===== src/rtl/usb_key_loader.sv =====
// Assembles sixteen received key bytes into a 128-bit key, strobing each completed 32-bit word.
// Optional trailing XOR checksum byte enabled by USB_KEY_LOADER_CHECKSUM_EN.
module usb_key_loader #(
    parameter bit MSB_FIRST = 1'b1
) (
    input  logic         clk,
    input  logic         n_rst,
    input  logic         start_i,
    input  logic [7:0]   rx_data_i,
    input  logic         rx_valid_i,
    output logic         rx_ready_o,
    output logic         word_strobe_o,
    output logic [1:0]   word_index_o,
    output logic [31:0]  key_word_o,
    output logic [127:0] key_out_o,
    output logic         key_ready_o,
    output logic         key_error_o,
    output logic         busy_o
);

    localparam int unsigned BYTE_W = 8;
    localparam int unsigned WORD_W = 32;
    localparam int unsigned KEY_W  = 128;
    localparam int unsigned CNT_W  = 4;

`ifdef USB_KEY_LOADER_CHECKSUM_EN
    typedef enum logic [2:0] {S_IDLE, S_LOAD, S_DONE, S_ERROR, S_CHECK} state_t;
`else
    typedef enum logic [2:0] {S_IDLE, S_LOAD, S_DONE, S_ERROR} state_t;
`endif

    state_t              state_q, state_d;
    logic [CNT_W-1:0]    cnt_q, cnt_d;
    logic [WORD_W-1:0]   asm_q, asm_d;
    logic [KEY_W-1:0]    key_q, key_d;
    logic [WORD_W-1:0]   kword_q, kword_d;
    logic [1:0]          widx_q, widx_d;
    logic                strobe_q, strobe_d;
    logic                ready_q, ready_d;
    logic                active_q, active_d;
    logic                xfer_c;
    logic [WORD_W-1:0]   shifted_c;
`ifdef USB_KEY_LOADER_CHECKSUM_EN
    logic [BYTE_W-1:0]   xor_q, xor_d;
    logic                err_q, err_d;
`endif

    // active_q mirrors "state is LOAD or CHECK", so rx_ready is a pure state decode
    assign xfer_c    = rx_valid_i && active_q;
    assign shifted_c = MSB_FIRST ? {asm_q[WORD_W-BYTE_W-1:0], rx_data_i}
                                 : {rx_data_i, asm_q[WORD_W-1:BYTE_W]};

    always_comb begin
        state_d  = state_q;
        cnt_d    = cnt_q;
        asm_d    = asm_q;
        key_d    = key_q;
        kword_d  = kword_q;
        widx_d   = widx_q;
        strobe_d = 1'b0;
        ready_d  = ready_q;
`ifdef USB_KEY_LOADER_CHECKSUM_EN
        xor_d    = xor_q;
        err_d    = err_q;
`endif
        if (start_i) begin
            // restart from any state; a byte presented alongside start is dropped
            state_d = S_LOAD;
            cnt_d   = '0;
            asm_d   = '0;
            key_d   = '0;
            ready_d = 1'b0;
`ifdef USB_KEY_LOADER_CHECKSUM_EN
            xor_d   = '0;
            err_d   = 1'b0;
`endif
        end else begin
            case (state_q)
                S_LOAD: begin
                    if (xfer_c) begin
                        asm_d = shifted_c;
`ifdef USB_KEY_LOADER_CHECKSUM_EN
                        xor_d = xor_q ^ rx_data_i;
`endif
                        if (cnt_q[1:0] == 2'd3) begin
                            strobe_d = 1'b1;
                            widx_d   = cnt_q[3:2];
                            kword_d  = shifted_c;
                            case (cnt_q[3:2])
                                2'd0:    key_d[127:96] = shifted_c;
                                2'd1:    key_d[95:64]  = shifted_c;
                                2'd2:    key_d[63:32]  = shifted_c;
                                default: key_d[31:0]   = shifted_c;
                            endcase
                        end
                        if (cnt_q == CNT_W'(15)) begin
`ifdef USB_KEY_LOADER_CHECKSUM_EN
                            state_d = S_CHECK;
`else
                            state_d = S_DONE;
                            ready_d = 1'b1;
`endif
                        end else begin
                            cnt_d = cnt_q + CNT_W'(1);
                        end
                    end
                end
`ifdef USB_KEY_LOADER_CHECKSUM_EN
                S_CHECK: begin
                    if (xfer_c) begin
                        if (rx_data_i == xor_q) begin
                            state_d = S_DONE;
                            ready_d = 1'b1;
                        end else begin
                            state_d = S_ERROR;
                            err_d   = 1'b1;
                            key_d   = '0;
                        end
                    end
                end
`endif
                default: ;
            endcase
        end
`ifdef USB_KEY_LOADER_CHECKSUM_EN
        active_d = (state_d == S_LOAD) || (state_d == S_CHECK);
`else
        active_d = (state_d == S_LOAD);
`endif
    end

    always_ff @(posedge clk or negedge n_rst) begin
        if (!n_rst) begin
            state_q  <= S_IDLE;
            cnt_q    <= '0;
            asm_q    <= '0;
            key_q    <= '0;
            kword_q  <= '0;
            widx_q   <= '0;
            strobe_q <= 1'b0;
            ready_q  <= 1'b0;
            active_q <= 1'b0;
`ifdef USB_KEY_LOADER_CHECKSUM_EN
            xor_q    <= '0;
            err_q    <= 1'b0;
`endif
        end else begin
            state_q  <= state_d;
            cnt_q    <= cnt_d;
            asm_q    <= asm_d;
            key_q    <= key_d;
            kword_q  <= kword_d;
            widx_q   <= widx_d;
            strobe_q <= strobe_d;
            ready_q  <= ready_d;
            active_q <= active_d;
`ifdef USB_KEY_LOADER_CHECKSUM_EN
            xor_q    <= xor_d;
            err_q    <= err_d;
`endif
        end
    end

    assign rx_ready_o    = active_q;
    assign busy_o        = active_q;
    assign word_strobe_o = strobe_q;
    assign word_index_o  = widx_q;
    assign key_word_o    = kword_q;
    assign key_out_o     = key_q;
    assign key_ready_o   = ready_q;
`ifdef USB_KEY_LOADER_CHECKSUM_EN
    assign key_error_o   = err_q;
`else
    assign key_error_o   = 1'b0;
`endif

endmodule


===== config.mk =====
export PLATFORM = sky130hd
export DESIGN_NAME = usb_key_loader
export DESIGN_NICKNAME = d
export VERILOG_FILES = /design/src/rtl/usb_key_loader.sv
export SDC_FILE = /design/constraint.sdc
export NUM_CORES = 1
export LEC_CHECK = 0
export CAP_MARGIN = 20
export CORE_MARGIN = 1.5
export CORE_UTILIZATION = 57
export CTS_BUF_LIST = sky130_fd_sc_hd__clkbuf_8
export DETAILED_ROUTE_END_ITERATION = 8
export PLACE_DENSITY = 0.88
export SLEW_MARGIN = 15
export SYNTH_ARGS = -nofsm -noshare
export SYNTH_HDL_FRONTEND = slang
export SYNTH_SLANG_ARGS = --single-unit

===== constraint.sdc =====
create_clock -name clk -period 2.8 [get_ports clk]
set_input_delay 0.7 -clock clk [delete_from_list [all_inputs] [get_ports clk]]
set_output_delay 0.7 -clock clk [all_outputs]
set_load 0.05 [all_outputs]

# Yosys cells after proc, flatten, opt, wreduce, memory -nomap -nowiden
# Index checks and enable logic that the tools add are counted.
# op_classes
addsub,1
eq_ne,8
muxes,27
n_bitwise,1
reduce_logical,18
# ops
cell,count
two-way mux 128 bit,4
two-way mux 32 bit,4
two-way mux 24 bit,3
AND reduction 4 bit,5
two-way mux 4 bit,4
nonzero test 2 bit,7
two-way mux 3 bit,4
two-way mux 1 bit,8
"== test 3 x 1 -> 1 bit, second input constant",2
AND reduction 3 bit,2
"adder 4 x 1 -> 4 bit, second input constant",1
"== test 2 bit, second input constant",2
"== test 4 bit, second input constant",1
OR reduction 3 bit,1
"== test 2 x 1 -> 1 bit, second input constant",1
logical NOT 2 bit,1
"inequality test 2 x 1 -> 1 bit, second input constant",1
"inequality test 2 bit, second input constant",1
AND reduction 2 bit,1
logical AND 1 bit,1
NOT 1 bit,1
# word_totals
reg_bits,196

# Logic depth before layout (Yosys ltp)
# depth
depth_word,7
mapped_depth,6
ltp_nobuf,4

# Least setup slack after synthesis
# Ideal clock, no wire load.
# synth_path
kind,register -> register
from,register active_q (netlist: busy_o)
to,register key_q[53] (netlist: key_out_o[53])
setup_time_ns,0.079
arrival_ns,1.874
required_time_ns,2.721
slack_ns,0.847
stages_incl_launch_ff,7
path_buffers,3
path_cell_list,dfrtp_1 > nand2_1 > clkbuf_1 > nor4_2 > buf_4 > buf_6 > mux2i_1
# synth_via
elab_chain_cells,3
# synth_rtl
item,line,text
from (decl),40,"logic active_q, active_d;"
from (signal assigned),156,active_q <= active_d;
logical AND 1 bit,49,assign xfer_c = rx_valid_i && active_q;
nonzero test 2 bit (no source line),--,
AND reduction 4 bit (no source line),--,
to (signal assigned),151,key_q <= key_d;
to (decl),35,"logic [KEY_W-1:0] key_q, key_d;"
# Every way passes these cells.
# A chain may end at the register's enable or synchronous reset.

# Worst setup path in the final report
# layout_path
from,register active_q (netlist: busy_o)
to,output port rx_ready_o
# layout_rtl
item,line,text
to (decl),11,"output logic rx_ready_o,"
# No word-level cell between the ends.

==> flow_summary.yaml <==
timing:
  relSlewSlack: 0.5567
  worst_pin_slew_ps: 665.0
  fmaxAchievable_mhz: 399.8
  fin_crit_ps: 2501
  slew_violations: 0
  setup_viol: 0
  rsz0062_at_grt: "no"
  fin_crit_sh: 0.8933
  tns_ps: 0
  worst_hold_slack_ps: 236.8
  finClkSkew_ps: 8.998
  hold_viol_final: 0
routing:
  vias: 6786
  drt-total-wl_mm: 22.64
  ant_nets: 0
  drt_iter0_drc: 713
  wl_per_cell_um: 20.41
  viasPerCell: 6.119
  drc: 0
  first_pass_iters: 5
global_routing:
  busiest_layer: "met2"
  met1_usage: 0.4202
  antenna_found_initial: 0
  grt_use_met3: 0.07317
  grt_start_max_net_pins: 93
  grt_pass1_vias: 6612
  gr-usage-met2: 0.4433
  grt_use_total: 0.2911
  gr-total-overflow: 0
  grt_pass1_wl_mm: 36.12
clock_tree:
  path_clk_slew_ps: 90
  worstSkewPairLatency_ps: 460
  cts_num_sinks: 196
  holdBufCountCts: 0
  postCtsResizedCells: 0
  h-tree-depth: 4
  cts_tree: "yes"
  cts_buffer_depth: 2
  cts_root_buf: "clkbuf_8"
  numCtsBuffers: 17
  post_cts_buffers: 0
logic_synthesis:
  syn-cell-area_sq_um: 8524
  synth_top_area_cell: "dfrtp_1"
  syn_nets: 784
  synth.top_cells.by_area: "dfrtp_1 58%, mux2i_1 7.6%, nand2b_1 7.2%"
  ys_types: 37
  synthCells: 771
  syn_avg_cell_area_sq_um: 11.06
  ys_warn_count: 0
  ys_ff_latch: 196
  synth.top_cell.area_share: 0.5754
  synth-seq-area-share: 0.5754
floorplanning:
  start_util: 0.5843
  core_area_sq_um: 14590
  rows: 44
  die_h_um: 125.3
  dieArea_sq_um: 15700
  dieWidth_um: 125.3
  io_pins: 179
cells_and_area:
  nFillCells: 1002
  syn_to_final_growth_pct: 26.90
  seq_area_sq_um: 4905
  final_cell_mix: "196 x dfrtp_1, 175 x clkdlybuf4s50_1, 98 x nand2b_1"
  multi_input_area_sq_um: 3308
  drive_gt1_frac: 0.1027
  layout_commonest_cell: "dfrtp_1"
  diodes: 0
  final_nets: 927
critical_path:
  crit_path_start_kind: "flop"
  slowest_stage: "clkdlybuf4s50_1"
  r2r-start: "state_q[1]$_DFF_PN0_"
  max_stage_delay_ps: 850
  crit_type: "reg -> out"
  critPathCaptureType: "output pin"
  critPathLaunch: "busy_o$_DFF_PN0_"
  path_cells: "clkdlybuf4s50_1"
  cp.buffers_inverters: 1
  cp.arrival_ps: 1800
  cp.required_ps: 2100
  cp_max_fo: 7
  crit_family: "buffers and inverters"
placement:
  gp_congestion: 0.8268
  place_hpwl_mm: 14.72
  port_buffers: 177
run_status:
  status: "complete, no violations"
power:
  power_mw: 5.120
  vdd_drop_max_v: 0.0002900
  power_per_cell_area_nw_per_um2: 473.3
  p_leak_nw: 4.633
min_path:
  hold_path_class: "in -> async"
run:
  maxCapViolCount: 0
cells by family (layout without fill, tap and decap cells):
family,Yosys count,count (layout),synth area share
and+or+nand+nor,211,211,0.1512
DFF,196,196,0.5754
AOI/OAI and AO/OA,185,185,0.1102
muxes,99,99,0.1212
buffers and inverters,78,232,0.04007
adders and majority gates,1,1,0.001468
other,1,1,0.0004399
per-layer routing:
metal / vias to the layer above / part of all wire
met3: 28 / 0.093
li1: 2990 / -
met5: - / 0
met1: 3393 / 0.42
met2: 375 / 0.48
met4: 0 / 0.015
final timing paths:
| path | slack (ps) | cells after the start | end |
|---|---|---|---|
| max | 300 | 1 | rx_ready_o |
| min | 240 | 1 | key_word_o[7]$_DFFE_PN0P_ |
| max reg2reg | 660 | 4 | key_word_o[16]$_DFFE_PN0P_ |
| min reg2reg | 500 | 1 | key_word_o[7]$_DFFE_PN0P_ |
| max in group asynchronous | 1830 | 2 | key_out_o[123]$_DFFE_PN0P_ |
| min in group clk | 500 | 1 | key_word_o[7]$_DFFE_PN0P_ |
synthesized netlist by cell type:
library cell	n
buf_1	3
mux2_2	33
nand2b_1	98
nand4bb_1	1
a31oi_1	2
and2_1	1
nand2_1	2
a21o_1	2
or3b_4	1
a21oi_1	91
o31ai_1	1
nor4_2	1
nor3b_2	1
or4_1	2
nor2_1	2
dfrtp_1	196
and3_1	3
and4b_1	1
or4b_2	1
mux2_1	1
inv_1	2
a311oi_1	1
nand4_1	32
nor4b_2	1
nor2b_1	2
buf_2	6
clkbuf_1	60
buf_6	4
mux2i_1	65
conb_1	1
nand4b_1	1
nand3_1	58
buf_4	3
nor3_1	2
ha_1	1
o21ai_0	88
nor3_4	1
sequential cells by signal, indices dropped and copies added, names as in the netlist:
| name | cells |
|---|---|
| key_out_o | 128 |
| cnt_q | 4 |
| asm_q | 24 |
| word_index_o | 2 |
| busy_o | 1 |
| word_strobe_o | 1 |
| state_q | 3 |
| key_word_o | 32 |
| key_ready_o | 1 |
cell type report:
| cell class | instances | share of cell area |
|---|---|---|
| Clock inverter | 10 | 0.01006 |
| Inverter | 2 | 0.0006940 |
| Clock buffer | 20 | 0.02545 |
| Timing Repair Buffer | 200 | 0.1833 |
| Tap cell | 184 | 0.02128 |
| Multi-Input combinational cell | 497 | 0.3058 |
| Sequential cell | 196 | 0.4534 |
metrics by stage:
| step | util | std cells | setup WS (ps) | area [sq um] |
|---|---|---|---|---|
| 2_1_floorplan | - | 771 | 847.0 | 8524 |
| 3_3_place_gp | 0.7152 | 1079 | 458.5 | 10430 |
| 3_5_place_dp | 0.7152 | 1079 | 388.9 | 10430 |
| 4_1_cts | 0.7415 | 1109 | 283.9 | 10820 |
| 5_1_grt | 0.7415 | 1109 | 233.4 | 10820 |
| 6_report | 0.7415 | 1109 | 298.8 | 10820 |
power by group:
| part | switching, mW | leakage [nW] | total, mW | internal [mW] |
|---|---|---|---|---|
| sequential | 0.0510 | 2.72 | 2.92 | 2.87 |
| clock | 0.945 | 0.190 | 1.79 | 0.846 |
| combinational | 0.276 | 1.73 | 0.409 | 0.132 |
| total | 1.27 | 4.63 | 5.12 | 3.85 |
No activity file was read; power rests on OpenSTA's default activity.
